==> config.mk <==
export PLATFORM = sky130hd
export DESIGN_NAME = vga_sync_monitor
export DESIGN_NICKNAME = d
export VERILOG_FILES = /design/src/rtl/vga_sync_monitor.sv
export SDC_FILE = /design/constraint.sdc
export NUM_CORES = 1
export LEC_CHECK = 0
export CAP_MARGIN = 20
export CORE_MARGIN = 2
export CORE_UTILIZATION = 40
export DETAILED_ROUTE_END_ITERATION = 7
export PLACE_DENSITY_LB_ADDON = 0.05
export SYNTH_ARGS = -nofsm -noshare
export SYNTH_HDL_FRONTEND = slang
export SYNTH_SLANG_ARGS = --single-unit
==> constraint.sdc <==
create_clock -name pclk -period 3.2 [get_ports pclk]
set_input_delay 0.8 -clock pclk [delete_from_list [all_inputs] [get_ports pclk]]
set_output_delay 0.8 -clock pclk [all_outputs]
set_load 0.1 [all_outputs]
==> src/rtl/vga_sync_monitor.sv <==
// vga_sync_monitor: recovers raster position from hsync/vsync and
// verifies line/frame timing before declaring lock.
module vga_sync_monitor #(
  parameter int H_ACTIVE     = 640,
  parameter int H_SYNC_START = 656,
  parameter int H_SYNC_WIDTH = 96,
  parameter int H_TOTAL      = 800,
  parameter int V_ACTIVE     = 480,
  parameter int V_SYNC_START = 490,
  parameter int V_SYNC_WIDTH = 2,
  parameter int V_TOTAL      = 525,
  parameter int LOCK_FRAMES  = 2
) (
  input  logic       pclk,
  input  logic       reset,
  input  logic       hsync,
  input  logic       vsync,
  output logic [9:0] h_pos,
  output logic [9:0] v_pos,
  output logic       de,
  output logic       frame_start,
  output logic       locked,
  output logic [7:0] err_cnt
);

  localparam int LW = $clog2(2*H_TOTAL+1);
  localparam int FW = $clog2(2*V_TOTAL+1);

  localparam logic [9:0] H_MAX = 10'(H_TOTAL-1);
  localparam logic [9:0] V_MAX = 10'(V_TOTAL-1);
  localparam logic [9:0] H_SS  = 10'(H_SYNC_START);
  localparam logic [9:0] V_SS  = 10'(V_SYNC_START);
  localparam logic [9:0] H_ACT = 10'(H_ACTIVE);
  localparam logic [9:0] V_ACT = 10'(V_ACTIVE);

  localparam logic [LW-1:0] L_TOT  = LW'(H_TOTAL);
  localparam logic [LW-1:0] L_LOSS = LW'(2*H_TOTAL);
  localparam logic [LW-1:0] L_SW   = LW'(H_SYNC_WIDTH);
  localparam logic [FW-1:0] F_TOT  = FW'(V_TOTAL);
  localparam logic [FW-1:0] F_SW   = FW'(V_SYNC_WIDTH);
  localparam logic [3:0]    G_LOCK = 4'(LOCK_FRAMES);

  typedef enum logic [1:0] {
    SEARCH,
    TRACK,
    LOCKED
  } state_e;

  state_e state_q, state_d;

  logic hs_q, hs_qq, vs_q, vs_qq;
  logic hs_fall, hs_rise, vs_fall, vs_rise;

  logic [9:0]    h_pos_q, h_pos_d;
  logic [9:0]    v_pos_q, v_pos_d;
  logic [LW-1:0] line_len_q, line_len_d;
  logic [LW-1:0] hs_low_q, hs_low_d;
  logic [FW-1:0] vs_lines_q, vs_lines_d;
  logic [FW-1:0] frame_lines_q, frame_lines_d;
  logic          seen_q, seen_d;
  logic [3:0]    good_q, good_d;
  logic [7:0]    err_q, err_d;

  logic h_wrap, clr, viol;
  logic bad_line, bad_hw, bad_to, bad_vw, bad_frame;

  assign hs_fall = hs_qq & ~hs_q;
  assign hs_rise = ~hs_qq & hs_q;
  assign vs_fall = vs_qq & ~vs_q;
  assign vs_rise = ~vs_qq & vs_q;

  assign h_wrap = (h_pos_q == H_MAX);
  assign clr    = (state_q == SEARCH) && vs_fall;

  always_comb begin
    h_pos_d = h_pos_q + 10'd1;
    if (hs_fall) h_pos_d = H_SS;
    else if (h_wrap) h_pos_d = '0;
    v_pos_d = v_pos_q;
    if (vs_fall) v_pos_d = V_SS;
    else if (h_wrap) v_pos_d = (v_pos_q == V_MAX) ? '0 : v_pos_q + 10'd1;
  end

  always_comb begin
    line_len_d = line_len_q;
    if (clr) line_len_d = '0;
    else if (hs_fall) line_len_d = LW'(1);
    else if (line_len_q != L_LOSS) line_len_d = line_len_q + 1'b1;

    hs_low_d = hs_low_q;
    if (clr) hs_low_d = '0;
    else if (hs_fall) hs_low_d = LW'(1);
    else if (!hs_q && hs_low_q != '1) hs_low_d = hs_low_q + 1'b1;

    seen_d = clr ? 1'b0 : (seen_q | hs_fall);

    vs_lines_d = vs_lines_q;
    if (vs_fall) vs_lines_d = FW'(hs_fall);
    else if (hs_fall && !vs_q && vs_lines_q != '1)
      vs_lines_d = vs_lines_q + 1'b1;

    frame_lines_d = frame_lines_q;
    if (vs_fall) frame_lines_d = FW'(hs_fall);
    else if (hs_fall && frame_lines_q != '1)
      frame_lines_d = frame_lines_q + 1'b1;
  end

  // first hsync edge after entering TRACK has no valid history behind it
  assign bad_line  = hs_fall & seen_q & (line_len_q != L_TOT);
  assign bad_hw    = hs_rise & seen_q & (hs_low_q != L_SW);
  assign bad_to    = ~hs_fall & (line_len_q == L_LOSS - LW'(1));
  assign bad_vw    = vs_rise & (vs_lines_q != F_SW);
  assign bad_frame = vs_fall & (frame_lines_q != F_TOT);
  assign viol = bad_line | bad_hw | bad_to | bad_vw | bad_frame;

  always_comb begin
    state_d = state_q;
    good_d  = good_q;
    err_d   = err_q;
    unique case (state_q)
      SEARCH: begin
        if (vs_fall) begin
          state_d = TRACK;
          good_d  = '0;
        end
      end
      TRACK: begin
        if (viol) begin
          state_d = SEARCH;
        end else if (vs_fall) begin
          good_d = good_q + 4'd1;
          if (good_q + 4'd1 == G_LOCK) state_d = LOCKED;
        end
      end
      LOCKED: begin
        if (viol) begin
          state_d = SEARCH;
          if (err_q != 8'hFF) err_d = err_q + 8'd1;
        end
      end
      default: state_d = SEARCH;
    endcase
  end

  always_ff @(posedge pclk or posedge reset) begin
    if (reset) begin
      hs_q          <= 1'b1;
      hs_qq         <= 1'b1;
      vs_q          <= 1'b1;
      vs_qq         <= 1'b1;
      h_pos_q       <= '0;
      v_pos_q       <= '0;
      line_len_q    <= '0;
      hs_low_q      <= '0;
      vs_lines_q    <= '0;
      frame_lines_q <= '0;
      seen_q        <= 1'b0;
      good_q        <= '0;
      err_q         <= '0;
      state_q       <= SEARCH;
    end else begin
      hs_q          <= hsync;
      hs_qq         <= hs_q;
      vs_q          <= vsync;
      vs_qq         <= vs_q;
      h_pos_q       <= h_pos_d;
      v_pos_q       <= v_pos_d;
      line_len_q    <= line_len_d;
      hs_low_q      <= hs_low_d;
      vs_lines_q    <= vs_lines_d;
      frame_lines_q <= frame_lines_d;
      seen_q        <= seen_d;
      good_q        <= good_d;
      err_q         <= err_d;
      state_q       <= state_d;
    end
  end

  assign h_pos       = h_pos_q;
  assign v_pos       = v_pos_q;
  assign locked      = (state_q == LOCKED);
  assign de          = locked && (h_pos_q < H_ACT) && (v_pos_q < V_ACT);
  assign frame_start = locked && (h_pos_q == '0) && (v_pos_q == '0);
  assign err_cnt     = err_q;

endmodule

## Yosys cells after proc, flatten, opt, wreduce, memory -nomap -nowiden

Cells that the tools add are included.

- Register bits: 83
- Input port bits: 4
- Output and inout bits: 31

- Add/sub/neg operators: 8
- Magnitude comparators: 2
- Equal/unequal tests: 21
- Muxes and demuxes: 26
- Bitwise logic cells: 21
- Reduce and logical (&&, ||, !) cells: 23

Operator list:

| operator | count |
|---|---|
| 11-bit 2-to-1 mux | 10 |
| 10-bit 2-to-1 mux | 5 |
| 11-bit by 1-bit adder with 11-bit output, second input constant | 4 |
| 11-bit != test, second input constant | 4 |
| 11-bit by 10-bit != test with 1-bit output, second input constant | 2 |
| 10-bit by 1-bit adder with 10-bit output, second input constant | 2 |
| 10-bit == test, second input constant | 2 |
| 10-bit zero test | 2 |
| 4-bit 2-to-1 mux | 3 |
| 1-bit AND | 11 |
| 11-bit == test, second input constant | 1 |
| 11-bit by 2-bit != test with 1-bit output, second input constant | 1 |
| 11-bit by 7-bit != test with 1-bit output, second input constant | 1 |
| 10-bit < comparator, second input constant | 1 |
| 10-bit by 9-bit < comparator with 1-bit output, second input constant | 1 |
| 2-bit 2-to-1 mux | 5 |
| 1-bit logical AND | 9 |
| 8-bit by 1-bit adder with 8-bit output, second input constant | 1 |
| 8-bit != test, second input constant | 1 |
| 4-bit case mux with 2 select lines | 1 |
| 4-bit AND reduction | 2 |
| 2-bit nonzero test | 4 |
| 2-bit != test, second input constant | 3 |
| 3-bit != test, second input constant | 2 |
| 13 further kinds | 23 |

## Depth between registers and ports, before layout

Gate-level depths: netlist of run 1.

- Word-level depth: 10
- Gate-level depth with buffers: 8
- Depth with buffers taken out: 7

## Least setup slack after synthesis of run 1

No wires, ideal clock.

- Path kind: register to output
- Start: register v_pos_q[0], in the netlist v_pos[0]
- End: output port frame_start
- Arrival time: 2,526 ps
- Path slack: -126 ps
- Stages on the path, launching flop included: 6
- Buffers on the path: 0
- Cells stage by stage: dfrtp_1 > inv_1 > ha_1 > or4b_4 > nor4_1 > and3_1

- Word-level cells in the longest chain between the ends: 2

Ends and longest elaborated chain:

| item | RTL line | text |
|---|---|---|
| start: declaration | 55 | `logic [9:0] v_pos_q, v_pos_d;` |
| start signal: assignment | 167 | `v_pos_q <= v_pos_d;` |
| 10-bit zero test | 183 | `assign frame_start = locked && (h_pos_q == '0) && (v_pos_q == '0);` |
| 1-bit logical AND | 183 |  |
| end: declaration | 21 | `output logic frame_start,` |

Every way passes these cells.

## Final worst setup path of run 1

Same ends and word-level chain as after synthesis.

==> summary.txt, run 1 <==
Power and ir drop
  • Comb power frac: between 20% and 30%
  • Static leakage: 2.32 nW
  • Reg power frac: 40.3%
  • Clk pwr share: 39.6%
  • Pint: 2.15 mW
  • Maximum vdd drop: between 0.2 and 0.25 mV
  • P_sw: 0.963 mW
  • PD cells: 560 nW/µm²
  • Switching portion of total power: slightly above 30%

STA
  • RSZ-0062 raised after global routing: no
  • Slew HR: 41.9%
  • Tcrit/Tclk final: 91.4%
  • Final Hold Fails: 0
  • Max Clock Freq: 0.342 GHz
  • Slew Limit Fails: 0
  • Actual slew at the worst max-slew pin: 0.871 ns
  • Final WS setup: 0.275 ns
  • Sum Neg Setup Slack: 0 ns
  • Final min period: 2.92 ns
  • Endpoints failing setup: 0
  • Worst Clk Skew: about 0.0086 ns

Floorplan
  • Die width: 113 µm
  • Site Rows: 39
  • Initial core utilization: 41.3%
  • I/O Pins: 35
  • Overall die height: 113 µm
  • CORE AREA: 11500 µm²
  • Die area: 12800 µm²

Clock network
  • Max clock buf depth: 2
  • Clk_lat worst skew: 0.34 ns
  • H-Tree Depth: 3
  • Postcts setup bufs: 0
  • Cts repair resizes: 0
  • Clock slew at reported path FFs: 0.07 ns
  • Sink Count: 83
  • Hold_buf cts: 0
  • CTS tree: built
  • Inserted Clock Buffers: 9
  • Root Buffer: clkbuf_16

Cells and area
  • Final nets: around 550
  • Antenna diodes: 0
  • Commonest non-fill, non-tap cell in the layout: dfrtp_1
  • Commonest non-fill, non-tap cells in the layout: 79 x dfrtp_1, 58 x nor2_1, 40 x nand2_1
  • Area grow syn2layout: 17.0%
  • Layout cells sized above 1: 15.2%

Worst setup path
  • CP Cell Sequence: inv_1, ha_1, or4b_4, nor4_1, and3_2, buf_12
  • R2R depth: 7
  • Crit. End Element: primary output
  • CP Launch Type: flop
  • Worst-path fanout max: 6
  • Slowest CP cell: or4b_4
  • Arrival time worst endpoint: 2.12 ns
  • Worst path max stage delay: 0.47 ns
  • Critical Path RT: 2.40 ns
  • Crit Path Class: flop to primary output

Logic synthesis
  • Post-synth top area share: 41.6%
  • Synth area leader: dfrtp_1
  • Synth Instances: 496
  • Syn_area_per_cell: 9.59 µm²
  • Cell Area, Synth: between 4000 and 5000 µm²
  • Synth Area in Compound Gates: ~15%
  • Synth cell types: 69
  • Number of warnings issued by yosys: 0
  • Post-synth EDFFs: 0
  • Asr flop ratio synth: between 90% and 100%
  • Post-synthesis xor/xnor area fraction: 7.36%
  • Post-Syn Nets: between 500 and 600
  • Main combinational cell family by area after synthesis: simple AND/OR/NAND/NOR gates
  • Area contributors post-synth: dfrtp_1 42%, xnor2_1 5.0%, nor2_1 4.6%
  • Multiplexer share of the synthesized area: less than 1%
  • #FFs+latches synth: 83
  • Synth Area in Simple Gates: 24.5%
  • Sequential-to-total area share from yosys stat: 43.8%
  • Synth Flop Type: dfrtp_1
  • Synth Area in Adders: 3.95%

Global route
  • Largest net degree at the start of global routing: 50
  • Initial antenna violation count: 0
  • All-Layer GR Usage: 18.1%
  • Number of global-route vias before repair: between 3000 and 4000
  • First-pass GRT wire length: 18700 µm
  • Overflow after GRT: 0

Place
  • Routability Congestion: 0.791
  • Buffers on Ports: 34
  • HPWL Detailed: 7480 µm
  • Place WS: 0.642 ns

Hold path
  • Hold Path Class: flop to flop
  • Hold path depth: 0

Routing
  • 1st-pass router iterations: 6
  • Vias per cell: 5.59
  • Initial drt markers: ~300
  • DR vias: 3808
  • Remaining design rule violation count: 8
  • Remaining antenna violation count: 0
  • WL per Instance: about 16 µm
  • WL final: 10700 µm

Run status
  • Status: finished, violations left
  • Failing checks: DRC

Job
  • Max Cap Violations: 0
[final cells by class]
cell class | count | area (µm²)
clock buffer | 12 | 267
clock inverter | 4 | 95.1
fill | 1104 | 5950
inverter | 28 | 106
multi-input combinational | 367 | 2470
sequential | 83 | 2080
tap | 143 | 179
timing repair buffer | 44 | 363
[worst paths after layout]
| check | start | endpoint | slack, ns |
|---|---|---|---|
| setup / recovery | v_pos[0] | frame_start | 0.28 |
| hold / removal | vs_q | vs_qq | 0.39 |
| setup reg to reg | vs_lines_q[0] | err_cnt[3] | 0.79 |
| hold reg to reg | vs_q | vs_qq | 0.39 |
| max in group asynchronous | reset | hs_q | 1.89 |
| min in group asynchronous | reset | vs_lines_q[7] | 0.71 |
[routing by layer]
metal | GRT usage (%) | vias up | wire (µm)
li1 | - | 1881 | -
met3 | 3.00 | 7 | 329
met1 | 26.0 | 1865 | 5360
met4 | 6.50 | 0 | 91
met2 | 27.8 | 55 | 4930
met5 | 0 | - | 0
[synthesized netlist by cell type, types with 3 or more instances]
master,instances
dfrtp_1,79
nor4b_1,5
nand3b_1,6
and2_1,5
o21ai_0,16
o311ai_1,5
and3_1,15
nor2b_1,6
nand4_1,13
nor4_1,10
xnor2_1,27
nand2_1,40
or4_1,3
inv_1,27
o311ai_0,4
and4_1,5
nor3_1,10
nand2b_1,3
a21oi_1,19
nor2_1,58
buf_2,6
ha_1,15
nand3_1,23
xor2_1,13
o31ai_1,3
a211oi_1,3
a31oi_1,6
buf_4,4
clkbuf_1,6
o211ai_1,7
dfstp_2,4
mux2i_1,3
[stage by stage]
| stage | power, mW | cell area, µm² | instances | hold WS [ns] | utilization, % |
|---|---|---|---|---|---|
| after floorplan | 1.75 | 4760 | 496 | 0.365 | - |
| after global placement | 1.89 | 5200 | 665 | 0.387 | 45.2 |
| after detailed placement | 1.91 | 5200 | 665 | 0.386 | 45.2 |
| after CTS | 3.17 | 5570 | 681 | 0.397 | 48.3 |
| after global routing | 3.28 | 5570 | 681 | 0.409 | 48.3 |
| final | 3.12 | 5570 | 681 | 0.391 | 48.3 |
[cell families after synthesis]
| family | count (synthesis) |
|---|---|
| AND/OR/NAND/NOR | 215 |
| adder cells (fa/ha/maj) | 15 |
| XOR/XNOR | 40 |
| flip-flops | 83 |
| AO/OA/AOI/OAI | 94 |
| buffers and inverters | 46 |
| multiplexers | 3 |
[power groups by stage]
stage	sequential, mW	clock [mW]	combinational (mW)
floorplan	1.45	0	0.300
global placement	1.27	0	0.626
detailed placement	1.27	0	0.632
CTS	1.26	1.28	0.635
global route	1.27	1.32	0.684
finish	1.26	1.23	0.627
[flip-flops by register name, indices dropped and copies added (netlist names)]
register / flops
line_len_q: 11
seen_q: 1
frame_lines_q: 11
hs_low_q: 11
state_q: 2
vs_lines_q: 11
h_pos: 10
err_cnt: 8
hs_q: 1
hs_qq: 1
good_q: 4
vs_q: 1
v_pos: 10
vs_qq: 1
[critical path, delay by kind of cell, from the launching register on]
kind	cells	cell delay (ns)
DFF	1	0.44
buffers and inverters	2	0.25
adders and majority gates	1	0.14
and+or+nand+nor	3	0.95
Note: power is estimated with default switching activity, not from simulation.
==> run 2: changes to the inputs <==
Settings changed: CORE_MARGIN 2 to 1.5.
==> run 2 against run 1 <==
  * Cell area shrank 0.18%
  * Combinational power about the same
  * Clock-buffer cell count stayed put
  * Sequential cell count did not move
  * Largest power group unchanged
  * Total power decreased by 2.9%
  * The flow still finishes with violations (DRC)
  * Via count is essentially flat
  * Setup slack improved by 0.021 ns
  * Hold slack worse by 0.0033 ns
  * Global-route usage up 0.096 points
  * First-iteration DRC count is 18% lower
==> summary.txt, run 2 (synthesis results as in run 1) <==
Routing
  • 1st-pass router iterations: 6 (unchanged)
  • WL final: 10600 µm (-1.4%)
  • Remaining antenna violation count: 0 (unchanged)
  • Vias per cell: 5.56 (-0.49%)
  • DR vias: 3806 (-0.053%)
  • Initial drt markers: 243 (-18%)
  • WL per Instance: 15.4 µm (-1.9%)
  • Remaining design rule violation count: 16 (+8)

STA
  • Slew HR: 41.5% (-0.38 points)
  • Worst hold slack: 0.388 ns (-0.00331 ns)
  • Tcrit/Tclk final: 90.7% (-0.65 points)
  • Max Clock Freq: 0.344 GHz (+0.72%)
  • Endpoints failing setup: 0 (unchanged)
  • Final min period: 2.90 ns (-0.0209 ns)
  • Worst Clk Skew: 0.00780 ns (-0.000822 ns)
  • Final WS setup: 0.296 ns (+0.0209 ns)
  • Slew Limit Fails: 0 (unchanged)
  • RSZ-0062 raised after global routing: no
  • Final Hold Fails: 0 (unchanged)
  • Actual slew at the worst max-slew pin: 0.877 ns (+0.00574 ns)
  • Sum Neg Setup Slack: 0 ns (unchanged)

Clock network
  • Clock slew at reported path FFs: 0.06 ns (about the same)
  • Clk_lat worst skew: 0.34 ns (about the same)
  • Max clock buf depth: 2 (unchanged)
  • H-Tree Depth: 3 (unchanged)
  • Cts repair resizes: 0 (unchanged)
  • CTS tree: built
  • Root Buffer: clkbuf_16
  • Inserted Clock Buffers: 9 (unchanged)
  • Hold_buf cts: 0 (unchanged)
  • Sink Count: 83 (unchanged)
  • Postcts setup bufs: 0 (unchanged)

Cells and area
  • Final nets: 555 (+0.54%)
  • Area grow syn2layout: 16.8%
  • FF/Latch Area: 2080 µm² (unchanged)
  • Final core occ: 48.3% (-0.087 points)
  • Commonest non-fill, non-tap cells in the layout: 79 x dfrtp_1, 58 x nor2_1, 42 x buf_4
  • Fill count: 1100 (-0.36%)
  • Commonest non-fill, non-tap cell in the layout: dfrtp_1
  • Fin cells: 684 (+0.44%)
  • Footprint of the multi-input gates: 2470 µm² (unchanged)
  • Layout cells sized above 1: 15.5% (+0.29 points)
  • Design area: 5560 µm² (-0.18%)
  • Antenna diodes: 0 (unchanged)

Place
  • Place WS: 0.649 ns (+0.00696 ns)
  • Routability Congestion: 0.784 (-0.94%)
  • Inst Count DP: 668 (+0.45%)
  • Buffers on Ports: 34 (unchanged)
  • HPWL Detailed: 7490 µm (+0.20%)
  • Placed inst area: 5230 µm² (+0.43%)

Global route
  • First-pass GRT wire length: 18500 µm (-1.3%)
  • Overflow after GRT: 0 (unchanged)
  • Number of global-route vias before repair: 3719 (-0.32%)
  • All-Layer GR Usage: 18.2% (+0.096 points)
  • Largest net degree at the start of global routing: 32 (-36%)
  • Initial antenna violation count: 0 (unchanged)

Worst setup path
  • Slowest CP cell: or4b_4
  • CP Launch Type: flop
  • Worst-path fanout max: 6 (unchanged)
  • CP Cell Sequence: inv_1, ha_1, or4b_4, nor4_1, and3_2, buf_12
  • Arrival time worst endpoint: 2.10 ns (-0.02 ns)
  • Worst path max stage delay: 0.47 ns (about the same)
  • Family with the most delay on the worst path: simple AND/OR/NAND/NOR gates
  • Crit. End Element: primary output
  • WP buf/inv: 2 (unchanged)
  • Crit Path Class: flop to primary output
  • Critical Path RT: 2.40 ns (about the same)

Floorplan
  • Site Rows: 39 (unchanged)
  • Initial core utilization: 41.3% (unchanged)
  • CORE AREA: 11500 µm² (unchanged)
  • Die width: 112 µm (-0.88%)
  • I/O Pins: 35 (unchanged)
  • Die area: 12600 µm² (-1.8%)
  • Overall die height: 112 µm (-0.88%)

Power and ir drop
  • Static leakage: 2.31 nW (-0.24%)
  • Final Power: 3.03 mW (-2.9%)
  • PD cells: 545 nW/µm² (-2.7%)
  • Maximum vdd drop: 0.259 mV (+4.8%)

Run status
  • Failing checks: DRC
  • Status: finished, violations left

Job
  • Max Cap Violations: 0 (unchanged)

Hold path
  • Hold Path Class: flop to flop
## run 2: worst register-to-register path, stage by stage (launching register included)
cell	delay [ns]
dfrtp_1	0.39
inv_1	0.06
ha_1	0.18
nor4b_1	0.14
a311oi_2	0.77
nand2_1	0.32
o41a_1	0.38
o311ai_1	0.07
## run 2: layout make-up
type	instances	share of cell area, %
multi-input combinational	367	44.5
sequential	83	37.5
timing repair buffer	47	6.94
clock buffer	12	4.62
tap	143	3.22
inverter	28	1.91
clock inverter	4	1.31
## run 2: final timing paths
check                              start            end  slack, ns  cells after the start
max in group asynchronous          reset      good_q[1]       1.81                      3
setup / recovery                v_pos[0]    frame_start       0.30                      6
setup reg to reg           vs_lines_q[0]     err_cnt[3]       0.79                      7
hold / removal                      vs_q          vs_qq       0.39                      0
min in group asynchronous          reset  vs_lines_q[8]       0.83                      2
hold reg to reg                     vs_q          vs_qq       0.39                      0
## run 2: report_power, final
part	switching (mW)	internal, mW
combinational	0.428	0.201
clock	0.419	0.725
sequential	0.125	1.13
total	0.972	2.06
## run 2: per-layer routing
metal / share of wire [%] / global-route usage (%) / up-vias / routed length [µm]
met4: 2.0 / 7.26 / 0 / 206
met3: 2.7 / 3.08 / 16 / 284
met1: 50 / 25.1 / 1857 / 5290
li1: - / - / 1887 / -
met5: 0 / 0 / - / 0
met2: 45 / 28.9 / 46 / 4780
